### config.mk
export PLATFORM = sky130hd
export DESIGN_NAME = io_tx_buffer
export DESIGN_NICKNAME = d
export VERILOG_FILES = /design/src/rtl/io_tx_buffer.sv
export SDC_FILE = /design/constraint.sdc
export NUM_CORES = 1
export LEC_CHECK = 0
export CAP_MARGIN = 15
export CELL_PAD_IN_SITES_DETAIL_PLACEMENT = 1
export CELL_PAD_IN_SITES_GLOBAL_PLACEMENT = 2
export CORE_MARGIN = 5
export CORE_UTILIZATION = 39
export CTS_CLUSTER_SIZE = 12
export DETAILED_ROUTE_END_ITERATION = 10
export PLACE_DENSITY_LB_ADDON = 0.1
export SKIP_LAST_GASP = 1
export SYNTH_ARGS = -nofsm -noshare
export SYNTH_HDL_FRONTEND = slang
export SYNTH_SLANG_ARGS = --single-unit
### constraint.sdc
create_clock -name clk_in -period 3.8 [get_ports clk_in]
set_input_delay 0.76 -clock clk_in [delete_from_list [all_inputs] [get_ports clk_in]]
set_output_delay 0.76 -clock clk_in [all_outputs]
set_load 0.02 [all_outputs]
### src/rtl/io_tx_buffer.sv
// io_tx_buffer: CPU-to-UART byte FIFO with back-pressure and program-stop sequencing.
// Optional feature macro IO_CYCLE_COUNTER_EN builds the free-running cycle_count register.
module io_tx_buffer #(
  parameter int DEPTH       = 16,
  parameter int FULL_MARGIN = 2
) (
  input  logic        clk_in,
  input  logic        rst_in,
  input  logic        rdy_in,
  input  logic [31:0] mem_a,
  input  logic        mem_wr,
  input  logic [7:0]  mem_dout,
  output logic        io_buffer_full,
  output logic [7:0]  tx_data,
  output logic        tx_valid,
  input  logic        tx_ready,
  output logic        program_done,
  output logic        overflow,
  output logic [31:0] cycle_count
);

  localparam int AW = $clog2(DEPTH);
  localparam logic [AW:0] FULL_LVL = (AW+1)'(DEPTH - FULL_MARGIN);
  localparam logic [AW:0] MAX_LVL  = (AW+1)'(DEPTH);

  typedef enum logic [1:0] {IDLE, DRAIN, SEND_NUL, DONE} state_t;

  state_t        state, state_nxt;
  logic [7:0]    mem [DEPTH];
  logic [AW-1:0] head, tail;
  logic [AW:0]   count;
  logic          io_wr, data_wr, stop_wr, push_req, push, pop;
  logic          unused_addr;

  assign unused_addr = ^{mem_a[31:18], mem_a[15:3]};

  assign io_wr    = mem_wr && rdy_in && (mem_a[17:16] == 2'b11);
  assign data_wr  = io_wr && (mem_a[2:0] == 3'd0);
  assign stop_wr  = io_wr && (mem_a[2:0] == 3'd4);
  assign push_req = data_wr && (mem_dout != 8'h00) && (state == IDLE);
  // count!=0 already implies tx_valid, so the handshake reduces to tx_ready
  assign pop      = tx_ready && (count != '0);
  // a full FIFO still accepts a byte when the head is leaving on the same edge
  assign push     = push_req && ((count != MAX_LVL) || pop);

  always_ff @(posedge clk_in) begin
    if (push) mem[tail] <= mem_dout;
  end

  always_ff @(posedge clk_in or negedge rst_in) begin
    if (!rst_in) begin
      head     <= '0;
      tail     <= '0;
      count    <= '0;
      overflow <= 1'b0;
    end else begin
      if (push) tail <= tail + 1'b1;
      if (pop)  head <= head + 1'b1;
      case ({push, pop})
        2'b10:   count <= count + 1'b1;
        2'b01:   count <= count - 1'b1;
        default: ;
      endcase
      if (push_req && !push) overflow <= 1'b1;
    end
  end

  always_ff @(posedge clk_in or negedge rst_in) begin
    if (!rst_in) state <= IDLE;
    else         state <= state_nxt;
  end

  always_comb begin
    state_nxt      = state;
    tx_valid       = (count != '0);
    tx_data        = mem[head];
    io_buffer_full = (count >= FULL_LVL);
    program_done   = 1'b0;
    case (state)
      IDLE: begin
        if (stop_wr) state_nxt = DRAIN;
      end
      DRAIN: begin
        io_buffer_full = 1'b1;
        if (count == '0) state_nxt = SEND_NUL;
      end
      SEND_NUL: begin
        io_buffer_full = 1'b1;
        tx_valid       = 1'b1;
        tx_data        = 8'h00;
        if (tx_ready) state_nxt = DONE;
      end
      DONE: begin
        io_buffer_full = 1'b1;
        program_done   = 1'b1;
      end
    endcase
  end

`ifdef IO_CYCLE_COUNTER_EN
  logic [31:0] cycle_cnt;

  always_ff @(posedge clk_in or negedge rst_in) begin
    if (!rst_in) cycle_cnt <= '0;
    else         cycle_cnt <= cycle_cnt + 32'd1;
  end

  assign cycle_count = cycle_cnt;
`else
  assign cycle_count = 32'h0;
`endif

endmodule

==> run summary, run 1 <==
P per Cell Area: 703.4 nW/µm²
H-tree lvl count: 4
Antenna violations before repair: 0
Cts hold-fix bufs: 0
Worst Tran Pin Value: 838.6 ps
Nets: 517
Crit path time final: 3624 ps
IO buf count: 29
Die Y-Extent: 137.4 µm
Start point of the worst hold path: overflow$_DFFE_PN0P_
DR vias/cell: 4.999
Placed cell area: 6838 µm²
Antenna-violating nets left: 0
CTS max path bufs: 2
Slew HR: 43.92%
Diode count: 0
Setup violators final: 0
I/O Pins: 89
Max frequency: 275.9 MHz
Static Leak: 2.788 nW
Reg2reg start: count[1]$_DFFE_PN0P_
CP max FO: 15
Top cells by count, synth: 128 x edfxtp_1, 47 x mux2i_1, 32 x buf_4, 21 x a22oi_1, 17 x and3_1
Num rows: 46
Hold WC Path Type: flop to flop
DR WL/cell: 21.03 µm
GRT Total Usage: 16.10%
Die X: 137.4 µm
Final instance area: 7415 µm²
Final Hold Viols: 0
Vias after detailed routing: 3439
Die ar.: 18880 µm²
Max cap viols: 0
Top cell type's share of synthesized area: 60.72%
Unique masters post-synth: 44
Crit path kind: flop to output pin
Hold path endpoint: overflow$_DFFE_PN0P_
Worst Setup End Kind: output pin
Ys flop type: edfxtp_1
Initial DRC count: 190
CTS tree: built
First-pass GRT wire length: 21680 µm
Layout cells sized above 1: 13.56%
Sequential fraction of the synthesis area: 67.05%
Critical path arrival: 2860 ps
Syn_area_per_cell: 15.59 µm²
Pin count of the biggest net entering global routing: 28
Total core area: 15890 µm²
Placer Congestion: 0.7201
Most numerous cell in the Yosys netlist: edfxtp_1
Synth Instances: 406
Clock tree sinks: 144
Synth Register Bits: 144
Gr ovfl total: 0
Detailed placement HPWL: 9736 µm
Router iterations before antenna repair: 5
Fill cells: 1586
Clock slew at reported path FFs: 60 ps
Area Growth Syn to Fin: 17.14%
Mapped cell area: 6330 µm²
RR Endpoint: count[4]$_DFFE_PN0P_
Status: finished, final reports clean
CTS root buffer: clkbuf_16
Vias in the first global route: 3622
Num CTS Buffers: 17
Clock skew: 12.39 ps
Yosys top cell by area: edfxtp_1
Yosys Warn Count: 0
Final period util: 95.38%
CP Launch Point: head[1]$_DFFE_PN0P_
Top cells by area, synth: edfxtp_1 61%, mux2i_1 7.4%, dfrtp_1 6.3%
Worst skew pair latency: 420 ps
Fin Setup TNS: 0 ps
Post-synth ARST share: 11.11%
Max VDD drop: 0.3393 mV
EDFF count, synth: 128
Pins Over Slew Limit: 0
Routed WL: 14470 µm
Worst endpoint required time: 3040 ps
R2R Setup Slk: 780 ps
RSZ-0062 raised after global routing: no
DRC Markers: 0
CP Launch Type: flop
Depth of the worst hold-timing path: 1
Register-to-Register Path Depth: 11
Starting density of the core: 39.85%
[report_power, final]
| group | switching, W | internal, W | total [W] | leakage [nW] |
|---|---|---|---|---|
| Clock | 0.000616 | 0.000952 | 0.00157 | 0.267 |
| Sequential | 0.000183 | 0.00180 | 0.00198 | 1.34 |
| Combinational | 0.000891 | 0.000779 | 0.00167 | 1.18 |
| Total | 0.00169 | 0.00353 | 0.00522 | 2.79 |
[worst max-delay path: stages, from the launching register on]
cell,delay (ps)
dfrtp_1,630
and2_1,460
a22oi_1,260
nand2_1,120
o21ai_0,300
clkdlybuf4s50_1,680
[worst max-delay path by stage]
stage	cells past startpoint	endpoint	slack, ps
6_report	5	tx_data[7]	180
5_1_grt	5	tx_data[7]	20
4_1_cts	5	tx_data[6]	50
3_5_place_dp	13	count[4]$_DFFE_PN0P_	300
3_3_place_gp	13	count[4]$_DFFE_PN0P_	320
2_1_floorplan	12	count[3]$_DFFE_PN0P_	670
[layout make-up]
type                            instances  area [µm²]  area share (%)
Clock buffer                           19       432.9           5.839
Sequential cell                       144        4248           57.29
Clock inverter                         13       118.9           1.603
Tap cell                              216       270.3           3.645
Timing Repair Buffer                   51       473.0           6.379
Multi-Input combinational cell        238        1846           24.89
Inverter                                7       26.28          0.3544
[cell usage in the layout, fill, tap and decap left out, types with 11 or more instances in the layout]
cell type and count:
a22oi_1 21, mux2i_1 47, dfrtp_1 15, clkbuf_16 18, clkdlybuf4s50_1 29, and3_1 17
nand2_1 11, edfxtp_1 128, nand3_1 14, ha_1 13, conb_1 32, buf_4 21
[sequential cells by signal, indices dropped and copies added, names as in the netlist]
signal,cells
state,2
head,4
mem,128
count,5
overflow,1
tail,4
[metrics by stage]
step / power (W) / setup WS [ps] / utilization [%] / cells / hold WS [ps]
floorplan: 0.003061 / 667.9 / - / 437 / 464.4
global placement: 0.003657 / 319.7 / 43.05 / 655 / 482.9
detailed placement: 0.003689 / 299.0 / 43.05 / 655 / 486.0
CTS: 0.005253 / 45.18 / 46.52 / 687 / 505.4
global route: 0.005488 / 20.29 / 46.68 / 688 / 524.2
finish: 0.005216 / 175.7 / 46.68 / 688 / 496.1
[layer usage]
metal	GRT usage, %	vias to the layer above	wire length [µm]
met5	0	-	0
met4	4.823	0	188
met3	3.360	14	390
met2	26.79	51	7097
met1	21.28	1777	6793
li1	-	1597	-
[cell families after synthesis]
group | share of synthesized area (%)
other cells | 0.05924
xor+xnor | 1.660
flops | 67.05
buf+inv | 5.633
fa+ha+maj | 2.570
simple gates | 6.879
mux | 11.17
compound gates | 4.981
[repair_timing]
item                                    CTS  global route
buffers inserted                          0             1
resized for setup                         0             0
endpoints found under the setup margin    0             2
(Power assumes the default switching activity.)
==> run 2, diff against run 1 <==
--- a/config.mk
+++ b/config.mk
@@ -13,6 +13,7 @@
 export CTS_CLUSTER_SIZE = 12
 export DETAILED_ROUTE_END_ITERATION = 10
 export PLACE_DENSITY_LB_ADDON = 0.1
+export SETUP_SLACK_MARGIN = 0.02
 export SKIP_LAST_GASP = 1
 export SYNTH_ARGS = -nofsm -noshare
 export SYNTH_HDL_FRONTEND = slang
==> results of run 2 <==
The final DEF is identical to that of run 1; final timing and power are the same.
==> RTL change (config.mk and constraints of run 2) <==
Set the parameter `DEPTH` to 32 (it was 16).
--- a/src/rtl/io_tx_buffer.sv
+++ b/src/rtl/io_tx_buffer.sv
@@ -3,3 +3,3 @@
 module io_tx_buffer #(
-  parameter int DEPTH       = 16,
+  parameter int DEPTH       = 32,
   parameter int FULL_MARGIN = 2
Formal check against the unedited RTL: no difference found for any inputs over 4 cycles, from zero or initial values and one cycle with rst_in low; that may be too few to reach the edited logic, so the function may still have changed.
==> RTL change against run 2 <==
Cell area is 76% higher; non-clock buffer count is 12 higher; count of clock-buffer cells in the layout is 21 higher; worst setup slack worse by 0.13 ns; die area is 74% higher; critical endpoint is now tx_data[6]; global-route usage hardly changed; routed wire length is 84% higher; sequential cell count is 131 higher; largest power group unchanged; power is 71% higher; register-to-register slack worse by 0.06 ns; synthesized area is 81% higher.
==> RTL change: results (changes against run 2) <==
| Metric | Value |
|---|---|
| Status | completed (unchanged) |
| FF-to-FF path depth | 12 (was 11) |
| Worst Setup SP | head[1] (unchanged) |
| VDD IR max | 0.430 mV (was 0.339 mV) |
| Post-synthesis sequential area ratio | 0.713 (was 0.670) |
| Synth top cells by count | 256 x edfxtp_1, 56 x mux4_2, 37 x buf_4, 37 x nor2_1, 25 x mux2i_1 (was 128 x edfxtp_1, 47 x mux2i_1, 32 x buf_4, 21 x a22oi_1, 17 x and3_1) |
| ANT cells | 0 (unchanged) |
| Clk_lat worst skew | 0.53 ns (was 0.42 ns) |
| Num CTS Buffers | 29 (was 17) |
| CTS HTree Levels | 1 (was 4) |
| Reg2reg start | count[1] (unchanged) |
| Via Count | 5617 (was 3439) |
| Nets | 740 (was 517) |
| Total Wirelength | 26.6 mm (was 14.5 mm) |
| Tot GR Track Use | 0.161 (about the same) |
| Leakage | 0.00429 uW (was 0.00279 uW) |
| First-pass GRT wire length | 39.8 mm (was 21.7 mm) |
| Crit path max-delay family | multiplexers (was buffers and inverters) |
| Initial antenna violation count | 0 (unchanged) |
| Placement-stage cell area | 0.0122 mm^2 (was 0.00684 mm^2) |
| Yosys cell types | 43 (was 44) |
| RR Endpoint | count[4] (unchanged) |
| Antenna-violating nets left | 0 (unchanged) |
| Hold Path Class | reg2reg (unchanged) |
| Reg2Reg Setup Slack | 0.72 ns (was 0.78 ns) |
| Max incr delay on CP | 0.51 ns (was 0.68 ns) |
| Internal power | 6140 uW (was 3530 uW) |
| Number of global-route vias before repair | 6066 (was 3622) |
| Hold Startpoint | overflow (unchanged) |
| Pre-antenna DRT Iters | 5 (unchanged) |
| Filler instances | 2772 (was 1586) |
| Post-Route Skew | 0.00857 ns (was 0.0124 ns) |
| Worst slew margin | 0.308 (was 0.439) |
| Number of port buffers | 29 (unchanged) |
| Layout cells sized above 1 | 0.231 (was 0.136) |
| WHS Endpoint | overflow (unchanged) |
| Top Registers | mem (256), count (6) (was mem (128), count (5)) |
| Critical path's slowest cell | mux4_2 (was clkdlybuf4s50_1) |
| Largest net degree at the start of global routing | 33 (was 28) |
| Final GP Congestion | 0.803 (was 0.720) |
| Initial DRC Count | 340 (was 190) |
| Crit path DAT | 2.99 ns (was 2.86 ns) |
| Yosys warning total | 0 (unchanged) |
| Critical path peak fanout | 13 (was 15) |
| Hold Path Stages | 1 (unchanged) |
| Post-synth EDFFs | 256 (was 128) |
| Synth area leaders | edfxtp_1 67%, mux4_2 11%, dfrtp_1 4.2%, buf_4 2.4%, mux2i_1 2.2% (was edfxtp_1 61%, mux2i_1 7.4%, dfrtp_1 6.3%, buf_4 3.8%, mux4_2 3.2%) |
| DP HPWL | 17.3 mm (was 9.74 mm) |
| Area leader, netlist | edfxtp_1 (unchanged) |
| Asr flop ratio synth | 0.0691 (was 0.111) |
| Root Driver | clkbuf_16 (unchanged) |
| Clock-pin slew on the worst setup and hold paths | 0.06 ns (about the same) |
| Max Root-Sink Buffers | 3 (was 2) |
## RTL change: timing repair
| action | in CTS | in global routing |
|---|---|---|
| endpoints found under the setup margin | 8 | 8 |
| gates resized for setup | 12 | 17 |
| buffers inserted | 10 | 0 |
## RTL change: power groups by stage
| stage | Sequential, uW | Combinational, uW | Clock, uW |
|---|---|---|---|
| 3_5_place_dp | 3670 | 2790 | 0 |
| 5_1_grt | 3600 | 3030 | 2690 |
| 4_1_cts | 3580 | 2870 | 2550 |
| 6_report | 3580 | 2830 | 2490 |
| 2_1_floorplan | 3520 | 1940 | 0 |
| 3_3_place_gp | 3660 | 2740 | 0 |
## RTL change: final cells by class
type                            instances  area [um^2]  area share
Clock buffer                           40          767      0.0587
Inverter                                7         26.3     0.00201
Multi-Input combinational cell        306         3010       0.230
Clock inverter                         11         47.5     0.00364
Sequential cell                       275         8170       0.625
Tap cell                              384          480      0.0367
Timing Repair Buffer                   63          574      0.0439
## RTL change: how the worst max path moves through the flow
stage,end,slack (ns),cells after the start
after floorplan,count[4],0.69,14
after global placement,mem[21][7],0.29,7
after detailed placement,mem[21][5],0.28,7
after CTS,tx_data[5],-0.12,6
after global routing,tx_data[6],-0.08,7
final,tx_data[6],0.05,7
## RTL change: stage by stage
step                hold slack [ns]  total power (uW)  worst slack [ns]  setup TNS, ns  std cells
floorplan                     0.464              5460             0.695              0        649
global placement              0.490              6400             0.286              0       1025
detailed placement            0.508              6460             0.284              0       1025
CTS                           0.516              9000            -0.119         -0.253       1086
global route                  0.530              9320           -0.0833        -0.0833       1086
finish                        0.511              8890            0.0484              0       1086
## RTL change: kinds of logic (layout without fill, tap and decap cells)
| family | Yosys count | in the layout | synth area share |
|---|---|---|---|
| DFF | 275 | 275 | 0.713 |
| and+or+nand+nor | 108 | 108 | 0.0515 |
| muxes | 100 | 100 | 0.151 |
| buffers and inverters | 68 | 121 | 0.0359 |
| AOI/OAI and AO/OA | 37 | 37 | 0.0215 |
| xor gates and xnor gates | 16 | 16 | 0.0122 |
| adders and majority gates | 13 | 13 | 0.0142 |
| other | 1 | 32 | 0.000328 |
## RTL change: per-layer routing
layer,GRT usage,wire [um]
met2,0.269,13100
met4,0.0327,517
met1,0.229,12100
met3,0.0215,879
met5,0,0
